## src/rtl/shift_arbiter_pkg.sv

```systemverilog
// Shared widths, FSM state type and requester IDs for the shift arbiter.
package shift_arbiter_pkg;

    localparam int unsigned DATA_W  = 32;
    localparam int unsigned SHAMT_W = 5;

    typedef enum logic {
        IDLE = 1'b0,
        RESP = 1'b1
    } state_t;

    localparam logic REQ0 = 1'b0;
    localparam logic REQ1 = 1'b1;

endpackage

```

## src/rtl/shift_arbiter_if.sv

```systemverilog
// Requester/consumer handshake bundle of the shift arbiter.
interface shift_arbiter_if;
    import shift_arbiter_pkg::*;

    logic               req0_valid;
    logic [DATA_W-1:0]  req0_data;
    logic [SHAMT_W-1:0] req0_shamt;
    logic               req0_ready;

    logic               req1_valid;
    logic [DATA_W-1:0]  req1_data;
    logic [SHAMT_W-1:0] req1_shamt;
    logic               req1_ready;

    logic               rsp_valid;
    logic               rsp_id;
    logic [DATA_W-1:0]  rsp_result;
    logic               rsp_ready;

    modport master (
        output req0_valid, req0_data, req0_shamt,
        output req1_valid, req1_data, req1_shamt,
        output rsp_ready,
        input  req0_ready, req1_ready,
        input  rsp_valid, rsp_id, rsp_result
    );

    modport slave (
        input  req0_valid, req0_data, req0_shamt,
        input  req1_valid, req1_data, req1_shamt,
        input  rsp_ready,
        output req0_ready, req1_ready,
        output rsp_valid, rsp_id, rsp_result
    );

endinterface

```

## src/rtl/shift_arbiter_left_shifter.sv

```systemverilog
// Combinational 32-bit logical left shifter, zero fill from the LSB.
module left_shifter
    import shift_arbiter_pkg::*;
(
    output logic [DATA_W-1:0]  result,
    input  logic [DATA_W-1:0]  data,
    input  logic [SHAMT_W-1:0] shiftamt
);

    assign result = data << shiftamt;

endmodule

```

## src/rtl/shift_arbiter.sv

```systemverilog
// Round-robin sharing of one left_shifter between two requesters, with a
// registered response slot and saturating per-requester grant counters.
module shift_arbiter
    import shift_arbiter_pkg::*;
#(
    parameter int unsigned CNT_W = 16
) (
    input  logic             clock,
    input  logic             reset,
    shift_arbiter_if.slave   bus,
    output logic [CNT_W-1:0] grant_cnt0,
    output logic [CNT_W-1:0] grant_cnt1
);

    state_t             state;
    logic               last_grant;
    logic               rsp_valid_q;
    logic               rsp_id_q;
    logic [DATA_W-1:0]  rsp_result_q;

    logic               accept_ok;
    logic               winner;
    logic               ready0;
    logic               ready1;
    logic               xfer;
    logic [DATA_W-1:0]  mux_data;
    logic [SHAMT_W-1:0] mux_shamt;
    logic [DATA_W-1:0]  shift_out;

    always_comb begin
        accept_ok = (state == IDLE) || ((state == RESP) && bus.rsp_ready);
        if (bus.req0_valid && bus.req1_valid)
            winner = (last_grant == REQ0) ? REQ1 : REQ0;
        else if (bus.req1_valid)
            winner = REQ1;
        else
            winner = REQ0;
        // readies are held low while reset is asserted, even from IDLE
        ready0    = !reset && accept_ok && bus.req0_valid && (winner == REQ0);
        ready1    = !reset && accept_ok && bus.req1_valid && (winner == REQ1);
        xfer      = ready0 || ready1;
        mux_data  = (winner == REQ1) ? bus.req1_data  : bus.req0_data;
        mux_shamt = (winner == REQ1) ? bus.req1_shamt : bus.req0_shamt;
    end

    left_shifter u_shifter (
        .result   (shift_out),
        .data     (mux_data),
        .shiftamt (mux_shamt)
    );

    always_ff @(posedge clock or posedge reset) begin
        if (reset) begin
            state        <= IDLE;
            rsp_valid_q  <= 1'b0;
            rsp_id_q     <= REQ0;
            rsp_result_q <= '0;
            last_grant   <= REQ1;
            grant_cnt0   <= '0;
            grant_cnt1   <= '0;
        end else if (xfer) begin
            state        <= RESP;
            rsp_valid_q  <= 1'b1;
            rsp_id_q     <= winner;
            rsp_result_q <= shift_out;
            last_grant   <= winner;
            if (ready0 && (grant_cnt0 != '1))
                grant_cnt0 <= grant_cnt0 + CNT_W'(1);
            if (ready1 && (grant_cnt1 != '1))
                grant_cnt1 <= grant_cnt1 + CNT_W'(1);
        end else if ((state == RESP) && bus.rsp_ready) begin
            state       <= IDLE;
            rsp_valid_q <= 1'b0;
        end
    end

    assign bus.req0_ready = ready0;
    assign bus.req1_ready = ready1;
    assign bus.rsp_valid  = rsp_valid_q;
    assign bus.rsp_id     = rsp_id_q;
    assign bus.rsp_result = rsp_result_q;

endmodule

```

## src/flat_wrapper.sv

```systemverilog
// flat-port wrapper written by rule: the top's interface ports become plain ports
module shift_arbiter_flat import shift_arbiter_pkg::*;
#(
    parameter int unsigned CNT_W = 16
)
  (clock, reset, grant_cnt0, grant_cnt1, bus_req0_valid, bus_req0_data, bus_req0_shamt, bus_req1_valid, bus_req1_data, bus_req1_shamt, bus_rsp_ready, bus_req0_ready, bus_req1_ready, bus_rsp_valid, bus_rsp_id, bus_rsp_result);
  shift_arbiter_if bus_i ();
  input  logic clock;
  input  logic reset;
  output logic [CNT_W-1:0] grant_cnt0;
  output logic [CNT_W-1:0] grant_cnt1;
  input wire logic [$bits(bus_i.req0_valid)-1:0] bus_req0_valid;
  input wire logic [$bits(bus_i.req0_data)-1:0] bus_req0_data;
  input wire logic [$bits(bus_i.req0_shamt)-1:0] bus_req0_shamt;
  input wire logic [$bits(bus_i.req1_valid)-1:0] bus_req1_valid;
  input wire logic [$bits(bus_i.req1_data)-1:0] bus_req1_data;
  input wire logic [$bits(bus_i.req1_shamt)-1:0] bus_req1_shamt;
  input wire logic [$bits(bus_i.rsp_ready)-1:0] bus_rsp_ready;
  output wire logic [$bits(bus_i.req0_ready)-1:0] bus_req0_ready;
  output wire logic [$bits(bus_i.req1_ready)-1:0] bus_req1_ready;
  output wire logic [$bits(bus_i.rsp_valid)-1:0] bus_rsp_valid;
  output wire logic [$bits(bus_i.rsp_id)-1:0] bus_rsp_id;
  output wire logic [$bits(bus_i.rsp_result)-1:0] bus_rsp_result;
  assign bus_i.req0_valid = bus_req0_valid;
  assign bus_i.req0_data = bus_req0_data;
  assign bus_i.req0_shamt = bus_req0_shamt;
  assign bus_i.req1_valid = bus_req1_valid;
  assign bus_i.req1_data = bus_req1_data;
  assign bus_i.req1_shamt = bus_req1_shamt;
  assign bus_i.rsp_ready = bus_rsp_ready;
  assign bus_req0_ready = bus_i.req0_ready;
  assign bus_req1_ready = bus_i.req1_ready;
  assign bus_rsp_valid = bus_i.rsp_valid;
  assign bus_rsp_id = bus_i.rsp_id;
  assign bus_rsp_result = bus_i.rsp_result;
  shift_arbiter #(.CNT_W(CNT_W)) u_core (.clock(clock), .reset(reset), .bus(bus_i), .grant_cnt0(grant_cnt0), .grant_cnt1(grant_cnt1));
endmodule
```

## config.mk

```make
export PLATFORM = sky130hd
export DESIGN_NAME = shift_arbiter_flat
export DESIGN_NICKNAME = d
export VERILOG_FILES = /design/src/rtl/shift_arbiter_pkg.sv /design/src/rtl/shift_arbiter_if.sv /design/src/rtl/shift_arbiter_left_shifter.sv /design/src/rtl/shift_arbiter.sv /design/src/flat_wrapper.sv
export SDC_FILE = /design/constraint.sdc
export NUM_CORES = 1
export LEC_CHECK = 0
export CAP_MARGIN = 10
export CORE_ASPECT_RATIO = 0.8
export CORE_MARGIN = 5
export CORE_UTILIZATION = 40
export CTS_CLUSTER_SIZE = 12
export DETAILED_ROUTE_END_ITERATION = 10
export HOLD_SLACK_MARGIN = 0.06
export PLACE_DENSITY = 0.81
export SLEW_MARGIN = 20
export SYNTH_ARGS = -nofsm -noshare
export SYNTH_HDL_FRONTEND = slang
export SYNTH_HIERARCHICAL = 1
export SYNTH_SLANG_ARGS = --single-unit
```

## constraint.sdc

```tcl
create_clock -name clock -period 5.6 [get_ports clock]
set_input_delay 1.12 -clock clock [delete_from_list [all_inputs] [get_ports clock]]
set_output_delay 1.12 -clock clock [all_outputs]
set_load 0.02 [all_outputs]
```

### After elaboration in Yosys (flattened, before gate mapping)

Index checks and enable logic that the tools add are counted.
Widths: inputs -> output; s select.

| storage, ports and cells | value |
|---|---|
| flip-flop bits (word level) | 67 |
| input port bits | 79 |
| logic and storage cells | 35 |
| output and inout bits | 68 |

| operators by class | value |
|---|---|
| shift operators | 1 |
| muxes and demuxes | 7 |
| equality and inequality tests | 2 |
| add/sub/neg operators | 2 |
| reductions and logical operators | 15 |
| bitwise gates (word level) | 2 |

Operator list:

| cell | number |
|---|---|
| $add 16x1->16 const B | 2 |
| $mux 32 | 1 |
| $ne 16x16->1 const B | 2 |
| $shl 32x5->32 | 1 |
| $logic_and 1x1->1 | 9 |
| $mux 1 | 5 |
| $mux 5 | 1 |
| $reduce_and 2->1 | 2 |
| $logic_or 1x1->1 | 2 |
| $not 1->1 | 2 |
| $reduce_bool 2->1 | 1 |
| $logic_not 1->1 | 1 |

### Depth between registers and ports, before layout

| depth | value |
|---|---|
| depth in word-level cells | 7 |
| depth in mapped cells | 12 |
| gate-level depth less buffers | 7 |

### By module

Netlist, hierarchy kept.

By module, submodules not included:

| module | times used | cells each | seq. area each (µm²) | area each (µm²) |
|---|---|---|---|---|
| shift_arbiter | 1 | 274 | 1677.9 | 3448.3 |
| left_shifter | 1 | 176 | 0.0 | 1724.2 |

### Least setup slack after synthesis

OpenSTA, ideal clock, no wires.

| path | value |
|---|---|
| kind | input port to output port |
| from | input port reset |
| to | output port bus_req1_ready |
| path slack | 1121 ps |
| stages on the path | 4 |
| required time | 4480 ps |
| arrival time | 3359 ps |
| path buffers | 1 |
| cells stage by stage | inv_1 nand3_2 clkbuf_1 inv_1 |

| between the ends | value |
|---|---|
| word-level cells in the longest chain between the ends | 4 |

Ends and longest elaborated chain:

| item | line | text |
|---|---|---|
| start, declared | flat_wrapper.sv:9 | `input logic reset;` |
| $logic_not 1->1 | shift_arbiter.sv:40 | `ready1 = !reset && accept_ok && bus.req1_valid && (winner == REQ1);` |
| $logic_and 1x1->1 (3 in series) | shift_arbiter.sv:40 |  |
| end, declared | flat_wrapper.sv:20 | `output wire logic [$bits(bus_i.req1_ready)-1:0] bus_req1_ready;` |

Every way passes these cells.

### Final worst setup path

| path | value |
|---|---|
| from | input port bus_req1_valid |
| to | register u_core.rsp_result_q[29] (netlist: u_core/bus.rsp_result[29]) |

| between the ends | value |
|---|---|
| elaborated cells on any way between the ends | 11 |
| those cells by class | 1 x shift; 4 x mux; 1 x bitwise; 5 x reduce/logical |

RTL lines:

| item | line | text |
|---|---|---|
| start, declared | flat_wrapper.sv:15 | `input wire logic [$bits(bus_i.req1_valid)-1:0] bus_req1_valid;` |
| $mux 1 / $logic_and 1x1->1 (equally long branches) | shift_arbiter.sv:34, shift_arbiter.sv:32 |  |
| $mux 1 (*) | shift_arbiter.sv:32 | `if (bus.req0_valid && bus.req1_valid)` |
| $mux 5 (*) | shift_arbiter.sv:43 | `mux_shamt = (winner == REQ1) ? bus.req1_shamt : bus.req0_shamt;` |
| named net u_core.mux_shamt[0] | shift_arbiter.sv:27 | `logic [SHAMT_W-1:0] mux_shamt;` |
| $shl 32x5->32 (*) | shift_arbiter_left_shifter.sv:10 | `assign result = data << shiftamt;` |
| named net u_core.shift_out[29] | shift_arbiter.sv:28 | `logic [DATA_W-1:0] shift_out;` |
| end signal, assigned | shift_arbiter.sv:65 | `rsp_result_q <= shift_out;` |
| end, declared | shift_arbiter.sv:19 | `logic [DATA_W-1:0] rsp_result_q;` |

Mark *: on every way through the listed nets, which the timed path passes. The rest lies on a longest branch.
A chain may end at the register's enable or synchronous reset.

==> summary.txt <==
Worst setup path
  • R2R Path End: u_core/bus.rsp_result[29]$_DFFE_PP0P_
  • CP top delay family: multiplexers
  • Data required time of the worst path: 5810 ps
  • Critical path, cell by cell: clkdlybuf4s50_1, a21boi_4, mux2_2, mux4_1, a32o_1, a221oi_1, o211ai_1, mux2_2
  • WP buf/inv: 1
  • Slowest stage delay, CP: 860 ps
  • Worst R2R Path Depth: 7
  • Max Fanout on Critical Path: 35
  • Critical path endpoint category: register
  • Worst reg2reg path startpoint: u_core/last_grant$_DFFE_PP1P_
  • R2r setup slk: 1990 ps
  • CP most frequent cell: mux2_2
  • Critical Path Slowest Stage Cell: mux2_2
  • Arr. time, crit path: 4680 ps
  • CP Class: input port to register
  • CP Launch Type: input port

Clock tree
  • CTS Buf Count: 9
  • Hold Buf Count CTS: 0
  • Root buf cell: clkbuf_16
  • Max clock buf depth: 2
  • H-tree depth: 3
  • CTS tree: built
  • Worst-Skew Late Latency: 330 ps
  • Setup bufs post-CTS: 0
  • Clock sinks: 67
  • Resize count post-CTS: 0
  • CTS clk-pin slew, worst paths: 50 ps

Floorplan
  • Initial Util: 40.5%
  • Row cnt: 37
  • # IOs: 147
  • Die X: 137 µm
  • DIE AREA: 15300 µm²
  • Core box area: 12800 µm²
  • Die H: 112 µm

Synth
  • Mapped cell area: 5170 µm²
  • Register bit total from synthesis: 67
  • Async set or reset register ratio after synthesis: 100%
  • Avg Synthesized Cell Area: 11.5 µm²
  • Syn Inst Count: 450
  • Syn. warnings: 6
  • Synth unique cells: 64
  • Top_reg_cell synth: dfrtp_1
  • Register area share after synthesis: 32.4%
  • EDFF count, synth: 0
  • Synthesized Nets: 531

Placed design
  • Placed Cells: 744
  • Port Buffers: 146
  • Detailed placement HPWL: 11700 µm
  • Placer Congestion: 0.972

Cells and area
  • Antenna cells: 0
  • Most frequent cells in the layout: 146 x clkdlybuf4s50_1, 80 x mux2_2, 66 x dfrtp_1
  • P&R area growth vs syn: 33.4%
  • Non-Filler Instances: 758
  • Most common cell after layout, fill and taps aside: clkdlybuf4s50_1
  • Layout cells sized above 1: 22.8%
  • Nets@finish: 661

STA
  • Slew margin rel.: 35.6%
  • Fin. Hold Viols: 0
  • Worst slew pin tran: 966 ps
  • RSZ-0062 raised after global routing: false
  • Fin crit period: 4470 ps
  • Fmax: 224 MHz
  • # setup viols final: 0
  • Post-route clock period utilization: 79.9%
  • Max Slew Vio Count: 0
  • TNS Setup: 0 ps
  • Clock Skew: 5.97 ps
  • Hold_ws: 496 ps

Flow run
  • Max-cap violations: 0

Min path
  • Type of the tightest min-delay check: register to register
  • HP Start: u_core/bus.rsp_result[25]$_DFFE_PP0P_
  • Hold EP: u_core/bus.rsp_result[25]$_DFFE_PP0P_
  • Hold depth: 1

Global route
  • First-pass GRT wire length: 24100 µm
  • Largest net degree at the start of global routing: 68
  • GRT overflow: 0
  • GR Util All Layers: 19.9%
  • Initial antenna violation count: 0
  • Vias in the first global route: 4325

Route
  • Total routed wirelength: 15100 µm
  • Routed len/inst: 19.9 µm
  • Total iterations of the first detailed-routing run: 5
  • Vias: 4299
  • DRT antenna net count: 0
  • Drt via density: 5.67
  • DRC Markers: 0
  • Iter 0 DRT Violations: 315

Power
  • Net Switching: 897 µW
  • Leakage power: 2.79 nW
  • Clock share of power: 21.2%
  • Reg power frac: 31.3%
  • Worst vdd ir: 162 µV
  • Total internal power: 1.51 mW
  • Combinational share of power: 47.5%
  • Power Density: 349 nW/µm²
  • Sw frac: 37.2%

Status
  • Status: finished, final reports clean
## flip-flops by register name (all words and copies together) (netlist names)
signal and cells:
u_core/state 1, u_core/last_grant 1, u_core/bus.rsp_id 1, u_core/grant_cnt1 16, u_core/bus.rsp_result 32, u_core/grant_cnt0 16
## worst register-to-register path, stage by stage (launching register included)
cell	delay, ps
dfstp_2	570
a21boi_4	90
mux2_2	890
mux4_1	770
a32o_1	310
a221oi_1	340
o211ai_1	220
mux2_2	310
## per-layer routing
layer	global-route usage [%]	vias up	routed length, µm
li1	-	1994	-
met3	3.70	15	1070
met2	30.1	156	6940
met5	0	-	0
met4	5.39	0	160
met1	29.2	2134	6950
## power groups by stage
stage | combinational (mW) | sequential (mW) | clock [mW]
floorplan | 0.528 | 0.893 | 0
global placement | 1.12 | 0.755 | 0
detailed placement | 1.14 | 0.764 | 0
CTS | 1.15 | 0.757 | 0.529
global route | 1.22 | 0.777 | 0.550
finish | 1.14 | 0.754 | 0.511
## cells by family (layout without fill, tap and decap cells)
| logic type | after synthesis | in the layout | share of synthesized area, % |
|---|---|---|---|
| buffers and inverters | 42 | 175 | 5.85 |
| xor gates and xnor gates | 30 | 30 | 5.08 |
| and+or+nand+nor | 123 | 123 | 12.8 |
| AOI/OAI and AO/OA | 59 | 59 | 9.07 |
| adders and majority gates | 2 | 2 | 0.484 |
| DFF | 67 | 67 | 32.4 |
| muxes | 127 | 127 | 34.3 |
## metrics by stage
stage	utilization (%)	worst slack (ps)	power, mW	instance area, µm²
2_1_floorplan	-	1120	1.42	5170
3_3_place_gp	51.9	917	1.88	6630
3_5_place_dp	51.9	824	1.91	6630
4_1_cts	54.0	1170	2.43	6900
5_1_grt	54.0	1030	2.55	6900
6_report	54.0	1130	2.41	6900
## cell type report
cell class | count | area, µm²
fill | 1110 | 5880
multi-input combinational | 341 | 3200
sequential | 67 | 1680
timing repair buffer | 150 | 1490
clock buffer | 12 | 256
tap | 175 | 219
inverter | 11 | 41.3
clock inverter | 2 | 12.5
## synthesized netlist by cell type (all sizes together), types with 5 or more instances
library cell   n  share of area (%)
dfrtp         66                 32
o21ai          6               0.58
mux2i         10                1.9
nor3          12                1.2
a2111oi        6                1.5
clkbuf        10                1.5
nand2         28                2.0
nand3         12                1.5
mux2          89                 19
mux4          28                 13
a22oi         11                1.6
nor2          26                2.0
xor2          27                4.6
nor4           9                1.1
inv           10               0.73
a211oi         8                1.2
buf           21                3.6
a21oi          5               0.48
nand4         10                1.5
o211ai         5               0.73
## how the worst max path moves through the flow
stage                                                       end  cells past startpoint  slack [ps]            from
after floorplan                                  bus_req1_ready                      4        1120           reset
after global placement    u_core/bus.rsp_result[29]$_DFFE_PP0P_                      8         920  bus_req1_valid
after detailed placement  u_core/bus.rsp_result[29]$_DFFE_PP0P_                      8         820  bus_req1_valid
after CTS                 u_core/bus.rsp_result[29]$_DFFE_PP0P_                      8        1170  bus_req1_valid
after global routing      u_core/bus.rsp_result[29]$_DFFE_PP0P_                      8        1030  bus_req1_valid
final                     u_core/bus.rsp_result[29]$_DFFE_PP0P_                      8        1130  bus_req1_valid
Power figures use the tool's default switching activity.
